### src/rtl/window_alarm_array.sv
// rtl/window_alarm_array.sv - multi-zone window shatter alarm: per-zone debounce, arm/disarm FSM, latched trips, timed siren.
// Optional entry delay on zone 0 when WINDOW_ALARM_ENTRY_DELAY_EN is defined.
module window_alarm_array #(
  parameter int NUM_ZONES       = 4,
  parameter int DEBOUNCE_CYCLES = 3,
  parameter int SIREN_CYCLES    = 8,
  parameter int ENTRY_CYCLES    = 6
) (
  input  logic                 clk,
  input  logic                 rst_n,
  input  logic [NUM_ZONES-1:0] shatter,
  input  logic [NUM_ZONES-1:0] zone_mask,
  input  logic                 arm,
  input  logic                 disarm,
  output logic                 armed,
  output logic                 alarm,
  output logic                 siren,
  output logic                 arm_fault,
  output logic [NUM_ZONES-1:0] zone_latched
);

  localparam int DW = $clog2(DEBOUNCE_CYCLES + 1);
  localparam int SW = $clog2(SIREN_CYCLES + 1);
  localparam logic [DW-1:0] DB_MAX     = DW'(DEBOUNCE_CYCLES);
  localparam logic [SW-1:0] SIREN_LOAD = SW'(SIREN_CYCLES - 1);

  localparam logic [1:0] ST_DISARMED = 2'd0;
  localparam logic [1:0] ST_ARMED    = 2'd1;
  localparam logic [1:0] ST_ALARM    = 2'd2;
`ifdef WINDOW_ALARM_ENTRY_DELAY_EN
  localparam logic [1:0] ST_ENTRY    = 2'd3;
  localparam int EW = $clog2(ENTRY_CYCLES + 1);
  localparam logic [EW-1:0] ENTRY_LOAD = EW'(ENTRY_CYCLES - 1);
  localparam logic [NUM_ZONES-1:0] ZONE0 = NUM_ZONES'(1);
`endif

  logic [DW-1:0]          cnt_q [NUM_ZONES];
  logic [DW-1:0]          cnt_d [NUM_ZONES];
  logic [NUM_ZONES-1:0]   tripped;
  logic [NUM_ZONES-1:0]   live;

  logic [1:0]             state_q, state_d;
  logic                   armed_q, armed_d;
  logic                   alarm_q, alarm_d;
  logic                   siren_q, siren_d;
  logic                   arm_fault_q, arm_fault_d;
  logic [NUM_ZONES-1:0]   zone_latched_q, zone_latched_d;
  logic [SW-1:0]          siren_cnt_q, siren_cnt_d;
  logic [NUM_ZONES-1:0]   fresh;
`ifdef WINDOW_ALARM_ENTRY_DELAY_EN
  logic [EW-1:0]          entry_cnt_q, entry_cnt_d;
  logic [NUM_ZONES-1:0]   live_hi;
`endif

  // Debounce runs regardless of FSM state so arming sees an already-settled view.
  always_comb begin
    for (int i = 0; i < NUM_ZONES; i++) begin
      cnt_d[i] = '0;
      if (shatter[i]) begin
        cnt_d[i] = (cnt_q[i] == DB_MAX) ? cnt_q[i] : cnt_q[i] + DW'(1);
      end
      tripped[i] = (cnt_q[i] == DB_MAX);
    end
    live = tripped & ~zone_mask;
  end

  always_comb begin
    state_d        = state_q;
    alarm_d        = alarm_q;
    siren_d        = siren_q;
    arm_fault_d    = 1'b0;
    zone_latched_d = zone_latched_q;
    siren_cnt_d    = siren_cnt_q;
    fresh          = live & ~zone_latched_q;
`ifdef WINDOW_ALARM_ENTRY_DELAY_EN
    entry_cnt_d    = entry_cnt_q;
    live_hi        = live & ~ZONE0;
`endif
    if (disarm) begin
      state_d        = ST_DISARMED;
      alarm_d        = 1'b0;
      siren_d        = 1'b0;
      zone_latched_d = '0;
      siren_cnt_d    = '0;
`ifdef WINDOW_ALARM_ENTRY_DELAY_EN
      entry_cnt_d    = '0;
`endif
    end else begin
      case (state_q)
        ST_DISARMED: begin
          if (arm) begin
            if (|live) arm_fault_d = 1'b1;
            else       state_d     = ST_ARMED;
          end
        end
        ST_ARMED: begin
`ifdef WINDOW_ALARM_ENTRY_DELAY_EN
          if (|live_hi) begin
            state_d        = ST_ALARM;
            alarm_d        = 1'b1;
            siren_d        = 1'b1;
            zone_latched_d = live;
            siren_cnt_d    = SIREN_LOAD;
          end else if (|live) begin
            state_d     = ST_ENTRY;
            entry_cnt_d = ENTRY_LOAD;
          end
`else
          if (|live) begin
            state_d        = ST_ALARM;
            alarm_d        = 1'b1;
            siren_d        = 1'b1;
            zone_latched_d = live;
            siren_cnt_d    = SIREN_LOAD;
          end
`endif
        end
`ifdef WINDOW_ALARM_ENTRY_DELAY_EN
        ST_ENTRY: begin
          // An instant zone overrides the entry grace period.
          if (|live_hi || entry_cnt_q == '0) begin
            state_d        = ST_ALARM;
            alarm_d        = 1'b1;
            siren_d        = 1'b1;
            zone_latched_d = (|live_hi) ? (live | ZONE0) : ZONE0;
            siren_cnt_d    = SIREN_LOAD;
          end else begin
            entry_cnt_d = entry_cnt_q - EW'(1);
          end
        end
`endif
        ST_ALARM: begin
          zone_latched_d = zone_latched_q | live;
          if (|fresh) begin
            siren_d     = 1'b1;
            siren_cnt_d = SIREN_LOAD;
          end else if (siren_cnt_q != '0) begin
            siren_cnt_d = siren_cnt_q - SW'(1);
          end else begin
            siren_d = 1'b0;
          end
        end
        default: begin
          state_d        = ST_DISARMED;
          alarm_d        = 1'b0;
          siren_d        = 1'b0;
          zone_latched_d = '0;
          siren_cnt_d    = '0;
        end
      endcase
    end
    armed_d = (state_d != ST_DISARMED);
  end

  always_ff @(posedge clk or negedge rst_n) begin
    if (!rst_n) begin
      for (int i = 0; i < NUM_ZONES; i++) cnt_q[i] <= '0;
      state_q        <= ST_DISARMED;
      armed_q        <= 1'b0;
      alarm_q        <= 1'b0;
      siren_q        <= 1'b0;
      arm_fault_q    <= 1'b0;
      zone_latched_q <= '0;
      siren_cnt_q    <= '0;
`ifdef WINDOW_ALARM_ENTRY_DELAY_EN
      entry_cnt_q    <= '0;
`endif
    end else begin
      for (int i = 0; i < NUM_ZONES; i++) cnt_q[i] <= cnt_d[i];
      state_q        <= state_d;
      armed_q        <= armed_d;
      alarm_q        <= alarm_d;
      siren_q        <= siren_d;
      arm_fault_q    <= arm_fault_d;
      zone_latched_q <= zone_latched_d;
      siren_cnt_q    <= siren_cnt_d;
`ifdef WINDOW_ALARM_ENTRY_DELAY_EN
      entry_cnt_q    <= entry_cnt_d;
`endif
    end
  end

  assign armed        = armed_q;
  assign alarm        = alarm_q;
  assign siren        = siren_q;
  assign arm_fault    = arm_fault_q;
  assign zone_latched = zone_latched_q;

endmodule

### config.mk
export PLATFORM = sky130hd
export DESIGN_NAME = window_alarm_array
export DESIGN_NICKNAME = d
export VERILOG_FILES = /design/src/rtl/window_alarm_array.sv
export SDC_FILE = /design/constraint.sdc
export NUM_CORES = 1
export LEC_CHECK = 0
export ABC_AREA = 1
export CORE_ASPECT_RATIO = 1.25
export CORE_MARGIN = 2
export CORE_UTILIZATION = 40
export CTS_CLUSTER_SIZE = 20
export DETAILED_ROUTE_END_ITERATION = 8
export GPL_TIMING_DRIVEN = 0
export SETUP_SLACK_MARGIN = 0.4
export SYNTH_ARGS = -nofsm -noshare
export SYNTH_HDL_FRONTEND = slang
export SYNTH_SLANG_ARGS = --single-unit
### constraint.sdc
create_clock -name clk -period 1.45 [get_ports clk]
set_input_delay 0.2175 -clock clk [delete_from_list [all_inputs] [get_ports clk]]
set_output_delay 0.2175 -clock clk [all_outputs]
set_load 0.02 [all_outputs]
==> Word-level counts from Yosys, hierarchy flattened <==
Cells that the tools add are included.
{ "word_totals": {"elab_cells": 78, "output_inout_bits": 8, "ff_bits": 22, "in_bits": 12} }
{ "classes": {"n_eq_ne": 15, "addsub": 5, "n_bitwise": 5, "muxes": 32, "reduce_logical": 10} }
{ "ops": {"columns": ["cell", "count"], "rows": [
  ["$mux 2", 12],
  ["$mux 4", 6],
  ["$pmux 4 s3", 2],
  ["$eq 2x2->1 const B", 5],
  ["$ne 2x2->1 const B", 5],
  ["$mux 1", 9],
  ["$add 2x1->2 const B", 4],
  ["$and 4x4->4", 2],
  ["$ne 4x4->1 const B", 2],
  ["$not 4->4", 2],
  ["$reduce_or 4->1", 2],
  ["$pmux 2 s3", 1],
  ["$reduce_and 3->1", 2],
  ["$or 4x4->4", 1],
  ["$reduce_and 2->1", 2],
  ["$reduce_bool 4->1", 1],
  ["$sub 4x1->4 const B", 1],
  ["$ne 3x3->1 const B", 1],
  ["$pmux 1 s3", 1],
  ["$eq 2x1->1 const B", 1],
  ["$logic_not 2->1", 1],
  ["$ne 2x1->1 const B", 1],
  ["$pmux 1 s2", 1],
  ["$reduce_bool 2->1", 1],
  ["$reduce_or 2->1", 1]
]} }

==> Depth between registers and ports, before layout <==
{ "logic_depth": {"word_depth": 8, "mapped_depth": 11, "ltp_nobuf": 10} }

==> Least setup slack after synthesis <==
OpenSTA, ideal clock, no wires.
{ "synth_path": {"kind": "register to register", "startpoint": "reg cnt_q[0] (netlist bit)", "endpoint": "reg siren_q (netlist: siren)", "required_ns": 1.374, "setup_slack_ns": 0.004, "stages_incl_launch_ff": 12, "setup_ns": 0.076, "arrival_ns": 1.370, "period_less_slack_ns": 1.446, "n_path_buf": 1, "cell_sequence": "dfrtp_1 > ha_1 > nand2_2 > nand2_2 > nor2_4 > nand2_2 > nand2_2 > nand2_2 > buf_6 > nand2_2 > nand2_1 > o21ai_1"} }
{ "synth_via": {"elab_chain_len": 7, "word_cells_on_any_way": 11, "classes_between": "eq/ne: 3; mux: 3; bitwise: 2; reduce/logical: 3"} }
{ "synth_lines": {"columns": ["element", "line_no", "text"], "rows": [
  ["start: declaration", "37", "logic [DW-1:0] cnt_q [NUM_ZONES];"],
  ["$eq 2x2->1 (*)", "62", "tripped[i] = (cnt_q[i] == DB_MAX);"],
  ["$and 4x4->4 (*)", "64", "live = tripped & ~zone_mask;"],
  ["$and 4x4->4", "74", "fresh = live & ~zone_latched_q;"],
  ["$reduce_or 4->1", "134", "if (|fresh) begin"],
  ["$mux 1", "134", null],
  ["$pmux 1 s3", "89", "case (state_q)"],
  ["$mux 1", "79", "if (disarm) begin"],
  ["end signal: assignment", "173", "siren_q <= siren_d;"],
  ["end: declaration", "45", "logic siren_q, siren_d;"]
]} }
Mark *: on every way between the ends. The rest lies on a longest branch, timed or not.
A chain may end at the register's enable or synchronous reset.

==> Final worst setup path <==
{ "layout_path": {"startpoint": "reg cnt_q[4] (netlist bit)", "endpoint": "reg zone_latched_q[1] (netlist: zone_latched[1])"} }
{ "layout_via": {"elab_chain_len": 5, "word_cells_on_any_way": 9, "classes_between": "eq/ne: 2; mux: 3; bitwise: 2; reduce/logical: 2"} }
{ "layout_lines": {"columns": ["element", "line_no", "text"], "rows": [
  ["$eq 2x2->1 (*)", "62", null],
  ["$and 4x4->4 (*)", "64", null],
  ["$reduce_or 4->1 (tied with other cells)", "109", "if (|live) begin"],
  ["$ne 3x3->1 (no source line) / $pmux 4 s3 (equally long branches)", null, null],
  ["$reduce_and 2->1 (no source line) / $mux 4 (equally long branches)", null, null],
  ["end signal: assignment", "175", "zone_latched_q <= zone_latched_d;"],
  ["end: declaration", "47", "logic [NUM_ZONES-1:0] zone_latched_q, zone_latched_d;"]
]} }
Mark *: on every way between the ends. The rest lies on a longest branch, timed or not. The select of a mux whose other input is x is not followed.

==> results.md <==
- Status: complete, but fails checks
- Failing checks: setup timing
- Antenna violations before repair: 0
- Post-layout power: 2.10 mW
- Clock insertion delay at the later pin of the skew report: 0.30 ns
- Number of vias in the routed layout: 1207
- CTS HTree Levels: 1
- Arrival time at the worst endpoint: 1.70 ns
- Maximum number of pins on one net before global-route repair: 23
- CTS Sinks: 22
- Post-synthesis share of cell area spent on full adders, half adders and majority gates: 8.88%
- Mux share of post-synthesis cell area: 0%
- Compound-gate portion of the synthesized area: 15.0%
- Actual slew at the worst max-slew pin: 0.983 ns
- RSZ-0062 raised after global routing: yes
- Detailed-route vias per instance: 5.20
- Number of optimization iterations in the first detailed-route pass: 4
- Worst min-delay path class: input pin to async pin
- Clock-pin slew on the worst setup and hold paths: 0.12 ns
- Drt wl/cell: 12.8 µm
- Number of nets at the end of the flow: 218
- Period minus WS final: 1.50 ns
- DRC viols: 0
- Design area: 1850 µm²
- Number of top-level pins: 20
- Xor/xnor cell area share of the yosys netlist: 0.690%
- Post-synthesis share of cell area spent on and, or, nand and nor gates: 24.1%
- Maximum achievable frequency: 0.668 GHz
- Sum of net half-perimeters after detailed placement: 1970 µm
- Number of failing setup endpoints in the final timing report: 9
- Most common cell after layout, fill and taps aside: dfrtp_1
- Utilization after layout: 62.2%
- Critical Path Sink Type: flip-flop
- Synthesized flop and latch total: 22
- Combinational family with the most area after synthesis: simple AND/OR/NAND/NOR gates
- Number of nets with antenna violations after detailed routing: 0
- Worst Setup Start Kind: flip-flop
- X dimension of the die: 54.4 µm
- Drt first-iter violations: 26
- Net count after synthesis: 178
- Leakage power: 0.849 nW
- Initial core utilization: 42.7%
- Number of distinct library cell variants in the gate-level netlist after synthesis: 18
- Worst IR Drop VDD: 0.000670 V
- Reported max-cap violation count: 0
- GRT Residual Overflow: 0
- Post-route fraction of the period consumed by the critical path: 103%
- Clock root buffer: clkbuf_4
- Synthesized area per cell: 8.08 µm²
- Final RePlAce weighted congestion: 0.788
- Clock tree from TritonCTS: built
- DIE HEIGHT: 67.0 µm
- Number of clock buffers inserted by TritonCTS: 3
- Port bufs: 19
- Growth of design area from synthesis to finish: 45.7%
- Post-layout worst setup margin: -0.0462 ns
- Hold slack final: 0.170 ns
- Mapped cell area: 1270 µm²
- Overall die area: 3640 µm²
- Remaining max-slew budget at the tightest pin: 34.5%
- Number of hold violations in the final report: 0
- Final setup skew: 0.00494 ns
- Overall global routing resource usage: 18.7%
- Final count of pins violating max slew: 0
- Power density relative to cell area: 1130 nW/µm²
- Post-synthesis sequential area ratio: 43.4%
- Total wire length after detailed routing: 2970 µm
- Synth Instances: 157
- Buffer levels on the longest clock path: 2
- Number of core rows: 22
- Via count of the first global-routing pass: 1237
- Leading cell types in the layout, fill and taps excluded: dfrtp_1 (22), inv_1 (20), nand2_1 (18)
- CP required: 1.66 ns
- CP Class: flip-flop to flip-flop
- Core region area: 2970 µm²
- Max FO, Critical Path: 5
- Post-placement cell area: 1530 µm²
- Wire length of the first global-routing pass: 4990 µm
- Layout cell share with drive strength beyond 1: 34.7%
- Number of inserted diodes: 0
- Synthesis Warnings: 0
[cells by family (layout without fill, tap and decap cells)]
kind of cell / count (synthesis) / count (layout)
simple gates: 63 / 63
compound gates: 37 / 37
buf+inv: 25 / 64
flops: 22 / 22
fa+ha+maj: 9 / 9
xor+xnor: 1 / 1
[final cells by class]
cell class              instances  area [µm²]
fillers                       267        1120
inverters                      24        97.6
clock buffers                   4        36.3
well taps                      36        45.0
multi-input cells             110         776
plain buffers                   1        11.3
flip-flops and latches         22         551
repair buffers                 35         332
[synth_stat cells]
cell type,number,area (µm²)
or2_2,1,6.26
nand4_1,6,37.5
inv_1,24,90.1
nor2_1,12,45.0
o21ai_1,11,55.1
buf_6,1,11.3
nor2_4,2,22.5
dfrtp_1,22,551
nand2_4,1,11.3
a21oi_1,13,65.1
ha_1,9,113
nand2_1,24,90.1
nand3_1,10,50.1
o22ai_1,4,25.0
nand2_2,6,37.5
xnor2_1,1,8.76
nor3_1,1,5.00
o21ai_0,9,45.0
[per-stage QoR]
step	TNS (ns)	cells	setup slack (ns)
floorplan	0	157	0.0841
global placement	-2.43	212	-0.215
detailed placement	-3.41	212	-0.235
CTS	-0.0231	229	-0.00774
global route	-1.14	232	-0.124
finish	-0.208	232	-0.0462
[registers in the layout (all words and copies together), names as in the netlist]
register	count
zone_latched	4
state_q	2
cnt_q	8
siren_cnt_q	4
siren	1
alarm	1
armed	1
arm_fault	1
[timing repair]
item / CTS / global route
pin swaps: 8 / 9
buffers inserted: 12 / 3
cloned: 1 / 0
hold buffers: 0 / 0
gates resized for setup: 66 / 27
endpoints found under the setup margin: 44 / 28
[power breakdown]
part           internal, mW  switching [mW]
Combinational         0.448           0.540
Sequential            0.699          0.0724
Clock                 0.153           0.182
[worst paths after layout]
kind | start | to | depth (start not counted) | slack [ns]
max in group asynchronous | rst_n | zone_latched[2] | 1 | 0.68
hold / removal | rst_n | cnt_q[6] | 1 | 0.17
setup reg to reg | cnt_q[4] | zone_latched[1] | 10 | -0.05
hold reg to reg | siren_cnt_q[1] | siren_cnt_q[1] | 2 | 0.53
min in group clk | shatter[1] | cnt_q[5] | 3 | 0.47
setup / recovery | cnt_q[4] | zone_latched[1] | 10 | -0.05
[critical path, cell delays in order (launching register included)]
cell,delay [ns]
dfrtp_1,0.44
ha_4,0.20
nand2_4,0.07
nand2_4,0.05
nor2_4,0.11
nand2_2,0.07
nand2_2,0.08
nand2_4,0.06
buf_2,0.16
nand4_1,0.07
o21ai_1,0.07
[routing by layer]
layer	vias to the layer above	GRT usage [%]	part of all wire, %
met5	-	0	0
met4	0	8.75	0.74
met3	2	2.47	2.5
met2	20	34.0	55
met1	580	20.4	42
li1	605	-	-
Note: power is estimated with default switching activity, not from simulation.
